**src/rtl/divider_top.sv**
```systemverilog
// divider_top: histogram-equalisation scaling, q = floor((A-cdf_min)*255/(B-cdf_min)) per 32-bit lane
// Ports: clk/reset (async, active-low); enable starts a run; cdf_min is the CDF offset;
//   div_sc_mem_rd_data1/2 are numerator/denominator words (4 lanes each);
//   div_sc_mem_rd_addr1/2, div_sc_mem_wt_addr/wt_data/wt_en drive scratch memory;
//   div_sc_mem_rd_done/wt_done flag run completion and are held until enable drops.
module divider_top #(
    parameter int          NUM_WORDS = 64,
    parameter logic [15:0] RD1_BASE  = 16'h0000,
    parameter logic [15:0] RD2_BASE  = 16'h0040,
    parameter logic [15:0] WT_BASE   = 16'h0080
) (
    input  logic         clk,
    input  logic         reset,
    input  logic         enable,
    input  logic [31:0]  cdf_min,
    input  logic [127:0] div_sc_mem_rd_data1,
    input  logic [127:0] div_sc_mem_rd_data2,
    output logic [127:0] div_sc_mem_wt_data,
    output logic [15:0]  div_sc_mem_rd_addr1,
    output logic [15:0]  div_sc_mem_rd_addr2,
    output logic [15:0]  div_sc_mem_wt_addr,
    output logic         div_sc_mem_wt_en,
    output logic         div_sc_mem_rd_done,
    output logic         div_sc_mem_wt_done
);
    localparam int KW = $clog2(NUM_WORDS);
    localparam logic [2:0] IDLE  = 3'd0;
    localparam logic [2:0] READ  = 3'd1;
    localparam logic [2:0] LOAD  = 3'd2;
    localparam logic [2:0] DIV   = 3'd3;
    localparam logic [2:0] WRITE = 3'd4;
    localparam logic [2:0] DONE  = 3'd5;
    logic [2:0]    state;
    logic [KW-1:0] k, k_inc;
    logic [2:0]    cnt;
    logic [39:0]   rem [4];
    logic [39:0]   dsh [4];
    logic [7:0]    quo [4];
    logic [3:0]    sat;
    logic [39:0]   ld_rem [4];
    logic [39:0]   ld_dsh [4];
    logic [39:0]   rem_n [4];
    logic [7:0]    quo_n [4];
    logic [3:0]    ld_sat;
    logic [127:0]  res;
    logic          last;
    assign k_inc = k + KW'(1);
    assign last  = k == KW'(NUM_WORDS - 1);
    for (genvar i = 0; i < 4; i++) begin : g_lane
        logic [31:0] a, b, am, bm;
        logic [39:0] n, d;
        logic        zero, ge;
        assign a  = div_sc_mem_rd_data1[32*i +: 32];
        assign b  = div_sc_mem_rd_data2[32*i +: 32];
        assign am = a - cdf_min;
        assign bm = b - cdf_min;
        assign zero = (a <= cdf_min) || (b <= cdf_min);
        assign n  = 40'(am) * 40'd255;
        // a zero lane divides 0 by 1 so the shared datapath yields q=0
        assign d  = zero ? 40'd1 : {8'd0, bm};
        assign ld_rem[i] = zero ? 40'd0 : n;
        // divisor starts at D<<7 and shifts right once per iteration
        assign ld_dsh[i] = d << 7;
        assign ld_sat[i] = !zero && (n >= (d << 8));
        assign ge = rem[i] >= dsh[i];
        assign rem_n[i] = ge ? rem[i] - dsh[i] : rem[i];
        assign quo_n[i] = {quo[i][6:0], ge};
        assign res[32*i +: 32] = {24'd0, sat[i] ? 8'hFF : quo_n[i]};
    end
    always_ff @(posedge clk or negedge reset) begin
        if (!reset) begin
            state <= IDLE;
            k <= '0;
            cnt <= '0;
            sat <= '0;
            for (int j = 0; j < 4; j++) begin
                rem[j] <= '0;
                dsh[j] <= '0;
                quo[j] <= '0;
            end
            div_sc_mem_wt_data  <= '0;
            div_sc_mem_rd_addr1 <= '0;
            div_sc_mem_rd_addr2 <= '0;
            div_sc_mem_wt_addr  <= '0;
            div_sc_mem_wt_en    <= 1'b0;
            div_sc_mem_rd_done  <= 1'b0;
            div_sc_mem_wt_done  <= 1'b0;
        end else begin
            case (state)
                IDLE: if (enable) begin
                    state <= READ;
                    k <= '0;
                    div_sc_mem_rd_addr1 <= RD1_BASE;
                    div_sc_mem_rd_addr2 <= RD2_BASE;
                end
                READ: begin
                    state <= LOAD;
                    if (last) div_sc_mem_rd_done <= 1'b1;
                end
                LOAD: begin
                    state <= DIV;
                    cnt <= '0;
                    sat <= ld_sat;
                    for (int j = 0; j < 4; j++) begin
                        rem[j] <= ld_rem[j];
                        dsh[j] <= ld_dsh[j];
                        quo[j] <= '0;
                    end
                end
                DIV: begin
                    cnt <= cnt + 3'd1;
                    for (int j = 0; j < 4; j++) begin
                        rem[j] <= rem_n[j];
                        dsh[j] <= dsh[j] >> 1;
                        quo[j] <= quo_n[j];
                    end
                    if (cnt == 3'd7) begin
                        state <= WRITE;
                        div_sc_mem_wt_en   <= 1'b1;
                        div_sc_mem_wt_addr <= WT_BASE + 16'(k);
                        div_sc_mem_wt_data <= res;
                    end
                end
                WRITE: begin
                    div_sc_mem_wt_en <= 1'b0;
                    k <= k_inc;
                    if (last) begin
                        state <= DONE;
                        div_sc_mem_wt_done <= 1'b1;
                    end else begin
                        state <= READ;
                        div_sc_mem_rd_addr1 <= RD1_BASE + 16'(k_inc);
                        div_sc_mem_rd_addr2 <= RD2_BASE + 16'(k_inc);
                    end
                end
                DONE: if (!enable) begin
                    state <= IDLE;
                    div_sc_mem_rd_done <= 1'b0;
                    div_sc_mem_wt_done <= 1'b0;
                end
                default: state <= IDLE;
            endcase
        end
    end
endmodule

```
**config.mk**
```make
export PLATFORM = sky130hd
export DESIGN_NAME = divider_top
export DESIGN_NICKNAME = d
export VERILOG_FILES = /design/src/rtl/divider_top.sv
export SDC_FILE = /design/constraint.sdc
export NUM_CORES = 2
export LEC_CHECK = 0
export BUFFER_PORTS_ARGS = -buffer_cell sky130_fd_sc_hd__buf_2
export CORE_MARGIN = 10
export CORE_UTILIZATION = 28
export CTS_CLUSTER_SIZE = 40
export DETAILED_ROUTE_END_ITERATION = 10
export PLACE_DENSITY = 0.56
export SYNTH_ARGS = -nofsm -noshare
export SYNTH_HDL_FRONTEND = slang
export SYNTH_SLANG_ARGS = --single-unit
```
**constraint.sdc**
```tcl
create_clock -name clk -period 3.44 [get_ports clk]
set_input_delay 0.516 -clock clk [delete_from_list [all_inputs] [get_ports clk]]
set_output_delay 0.516 -clock clk [all_outputs]
set_load 0.05 [all_outputs]
```
==> results by stage <==
Timing:
- The number of hold violations in the final report was 0.
- Setup repair after global routing could not meet its margin everywhere.
- The number of max-slew violations in the final report is 0.
- The peak clock frequency supported by timing is around 120 MHz.
- The number of endpoints failing setup at the final stage is 294.
- Across all setup checks in the final design, the least slack found is -4.65 ns.
- The final worst clock skew is 0.0566 ns.
- The period utilization is 235%.
- Measured against its own limit, the worst slew margin works out to between 30% and 40%.
- At the pin with the least slew margin, the transition time is between 1 and 1.5 ns.
- Subtracting the final worst setup slack from the clock period gives between 8 and 9 ns.

Clocking:
- The cell chosen for the clock root is sky130_fd_sc_hd__clkbuf_16.
- TritonCTS built the clock tree.
- Clock-pin slew was measured on the worst setup and hold paths at 0.06 ns.
- The clock latency at the later pin of the worst-skew pair is 0.65 ns.
- Counting every sink on the clock net gives 409.
- The maximum count of clock buffers along a single path is 3.
- The total clock buffers created by CTS is 51.
- The number of H-tree levels is 2.

Synth:
- The synthesized netlist devotes about 31% of its cell area to adder and majority cells.
- A synthesized cell averages 8.07 sq um.
- The async set-or-reset flop fraction in the synthesized netlist is 100%.
- In the post-synthesis netlist, the biggest area contributors are sky130_fd_sc_hd__fa_1 16%, sky130_fd_sc_hd__ha_1 15%, sky130_fd_sc_hd__dfrtp_1 15%.
- The distinct cell type count after synthesis is 91.
- The share of cell area taken by muxes after synthesis is 0.383%.
- Synthesis handed over a netlist of approximately 8500 instances.
- The number of storage elements in the synthesis netlist is 409.
- After Yosys synthesis, and, or, nand and nor cells account for around 14% of the synthesized area.
- The xor/xnor share of the synthesized area is slightly above 7%.
- The number of warnings reported in the yosys synthesis log is 0.
- The fraction of the yosys area taken by sequential cells is 14.9%.
- Ranked by instance count, the synthesized netlist is headed by 1189 x sky130_fd_sc_hd__inv_1, 842 x sky130_fd_sc_hd__ha_1, 720 x sky130_fd_sc_hd__a21oi_1.
- After synthesis, the largest family of logic cells by area is adder cells.
- sky130_fd_sc_hd__fa_1 takes more of the synthesized area than any other cell.
- The most used flip-flop cell after synthesis is sky130_fd_sc_hd__dfrtp_1.
- The number of synthesized flops with an enable pin is 0.
- The fraction of the mapped netlist area in compound gates is 23.1%.
- Yosys instantiated no cell more often than sky130_fd_sc_hd__inv_1.
- Summed over its instances, the top area cell type makes up between 10% and 20% of the synthesized netlist area.
- The synthesized area is 68900 sq um.

Worst setup path:
- The worst setup path is captured at a flop.
- The largest incremental delay on the critical path is approximately 0.57 ns.
- The most common cell type on the critical path is sky130_fd_sc_hd__fa_1.
- The startpoint type of the worst setup path is an input port.
- The cell with the largest stage delay on the worst path is sky130_fd_sc_hd__fa_1.
- The required time of the critical path is ~4.0 ns.
- Of all nets on the critical path, the largest fanout is 4.
- The type of the worst setup path is input port to flop.
- At the worst endpoint, the arrival time is 8.66 ns.

Layout:
- At the end of the flow, the number of nets in the layout was 12756.
- Of the cells placed in the final design, the portion with a size suffix greater than 1 is 32.0%.
- The area growth from synthesis to layout is 43.6%.

Route:
- After detailed routing, the average wire length per cell comes to 19.3 microns.
- The first detailed-routing pass ran for 5 iterations.
- After detailed routing, the total wire length is approximately 280 mm.
- After detailed routing, the number of remaining DRC violations is 0.
- The first routing iteration left approximately 4700 violations.
- The post-detailed-route via-to-cell ratio is about 4.9.
- The total number of vias is about 70000.
- The post-detailed-route count of antenna-violating nets is 0.

Place:
- The number of port buffers is ~350.
- The half-perimeter wire length of the detailed placement result is approximately 230 mm.
- Prior to clock tree synthesis, the placed netlist has a worst setup slack of -5.80 ns.
- The congestion estimate from routability-driven global placement came to between 0.9 and 1.

Global route:
- Global routing consumed, on the met3 layer, under 10% of the routing resources.
- The met1 layer usage reported by global route is roughly 28%.
- The via count of the first global-routing pass is between 70000 and 80000.
- The first global-routing pass estimated between 400 and 500 mm of wire.
- The number of antenna violations at the first check in global routing is 47.
- For this run the aggregate overflow at the end of global routing stands at 0.
- The pin count of the biggest net entering global routing is between 100 and 150.
- The total track usage is 19.9%.
- After global routing, the most crowded layer is met2.
- The met2 track demand over resource is 32.5%.

Min path:
- The min-delay analysis places its worst path in the category input port to flop.

Run:
- The tool flagged a number of max-cap violations equal to 0.

Status:
- The final reports fail on negative setup slack.
- The flow ran to the end, but the final reports show violations.

Floorplan:
- The number of core rows is approximately 180.
- The die footprint is ~270000 sq um.
- The effective utilization at floorplan is between 20% and 30%.
- The core area is approximately 250000 sq um.
- From bottom edge to top edge, the die measures ~520 microns.
- The die width is a little over 500 microns.
- 470 I/O pins were placed.
==> stage by stage <==
| stage | TNS, ns | hold slack, ns | cells | cell area (sq um) | util [%] |
|---|---|---|---|---|---|
| 4_1_cts | -499.38 | 0.190 | 14276 | 96700 | 39.4 |
| 6_report | -511.03 | 0.224 | 14346 | 98900 | 40.3 |
| 3_3_place_gp | -735.77 | 0.443 | 14075 | 91000 | 37.1 |
| 5_1_grt | -569.62 | 0.231 | 14341 | 98900 | 40.3 |
| 2_1_floorplan | -474.21 | 0.220 | 8660 | 69600 | - |
| 3_5_place_dp | -746.26 | 0.460 | 14075 | 91000 | 37.1 |
==> layout by cell type, fill, tap and decap left out, types with 281 or more instances in the layout <==
cell type and instances:
sky130_fd_sc_hd__nor2_1 497, sky130_fd_sc_hd__a21oi_1 622, sky130_fd_sc_hd__a21o_1 335, sky130_fd_sc_hd__inv_1 1129, sky130_fd_sc_hd__buf_4 2275, sky130_fd_sc_hd__dfrtp_1 408
sky130_fd_sc_hd__buf_2 338, sky130_fd_sc_hd__fa_1 521, sky130_fd_sc_hd__xnor2_1 281, sky130_fd_sc_hd__nand2_1 642, sky130_fd_sc_hd__ha_1 767, sky130_fd_sc_hd__o21ai_0 441
==> routing by layer <==
metal,up-vias,routed length (microns)
met5,-,105
met4,16,8790
met3,346,15500
met2,1786,125000
met1,34419,128000
li1,34344,-
==> area by class of cell <==
cell class,count,area [sq um]
fillers,24747,147000
multi-input cells,6651,57100
repair buffers,2779,21200
flip-flops and latches,409,10200
inverters,1191,4510
well taps,3220,4030
clock buffers,63,1390
clock inverters,26,447
diodes,7,17.5
==> flip-flops by register name, summed over array words and instances, names as in the netlist <==
register and count:
div_sc_mem_wt_addr 7, rem 160, dsh 156, quo 28, cnt 3, k 6, div_sc_mem_wt_done 1, div_sc_mem_wt_data 32
state 3, div_sc_mem_rd_addr1 5, div_sc_mem_rd_addr2 2, sat 4, div_sc_mem_wt_en 1, div_sc_mem_rd_done 1
==> logic make-up (layout without fill, tap and decap cells) <==
kind of cell | count (synthesis) | in the layout
fa+ha+maj | 1395 | 1395
flops | 409 | 409
buf+inv | 1600 | 4059
mux | 25 | 25
xor+xnor | 562 | 562
other cells | 1 | 131
compound gates | 2503 | 2503
simple gates | 2042 | 2042
==> critical path: cells and delay by family <==
kind / cells / cell delay [ns]
xor gates and xnor gates: 1 / 0.16
buffers and inverters: 13 / 1.50
AOI/OAI and AO/OA: 13 / 2.66
and+or+nand+nor: 5 / 0.97
adders and majority gates: 7 / 2.79
==> worst paths after layout <==
| kind | slack (ns) | cells after the start | end | start |
|---|---|---|---|---|
| min in group asynchronous | 0.44 | 2 | div_sc_mem_wt_data[68] | reset |
| max in group asynchronous | 2.07 | 3 | rem[139] | reset |
| worst min register to register | 0.47 | 1 | div_sc_mem_wt_addr[7] | div_sc_mem_wt_addr[7] |
| worst min-delay path | 0.22 | 3 | div_sc_mem_rd_done | enable |
| worst max-delay path | -4.65 | 39 | sat[0] | cdf_min[5] |
| worst max register to register | -0.22 | 14 | div_sc_mem_wt_data[96] | dsh[11] |
==> what timing repair did <==
action | in CTS | in global routing
pin swaps | 325 | 330
setup buffers | 132 | 93
hold buffers | 1 | 0
endpoints found under the hold margin | 51 | 0
setup endpoints to repair | 293 | 296
resized for setup | 579 | 390
Power is not shown: default switching activity piles up to over one toggle a cycle in this logic, so the estimate is an artifact.
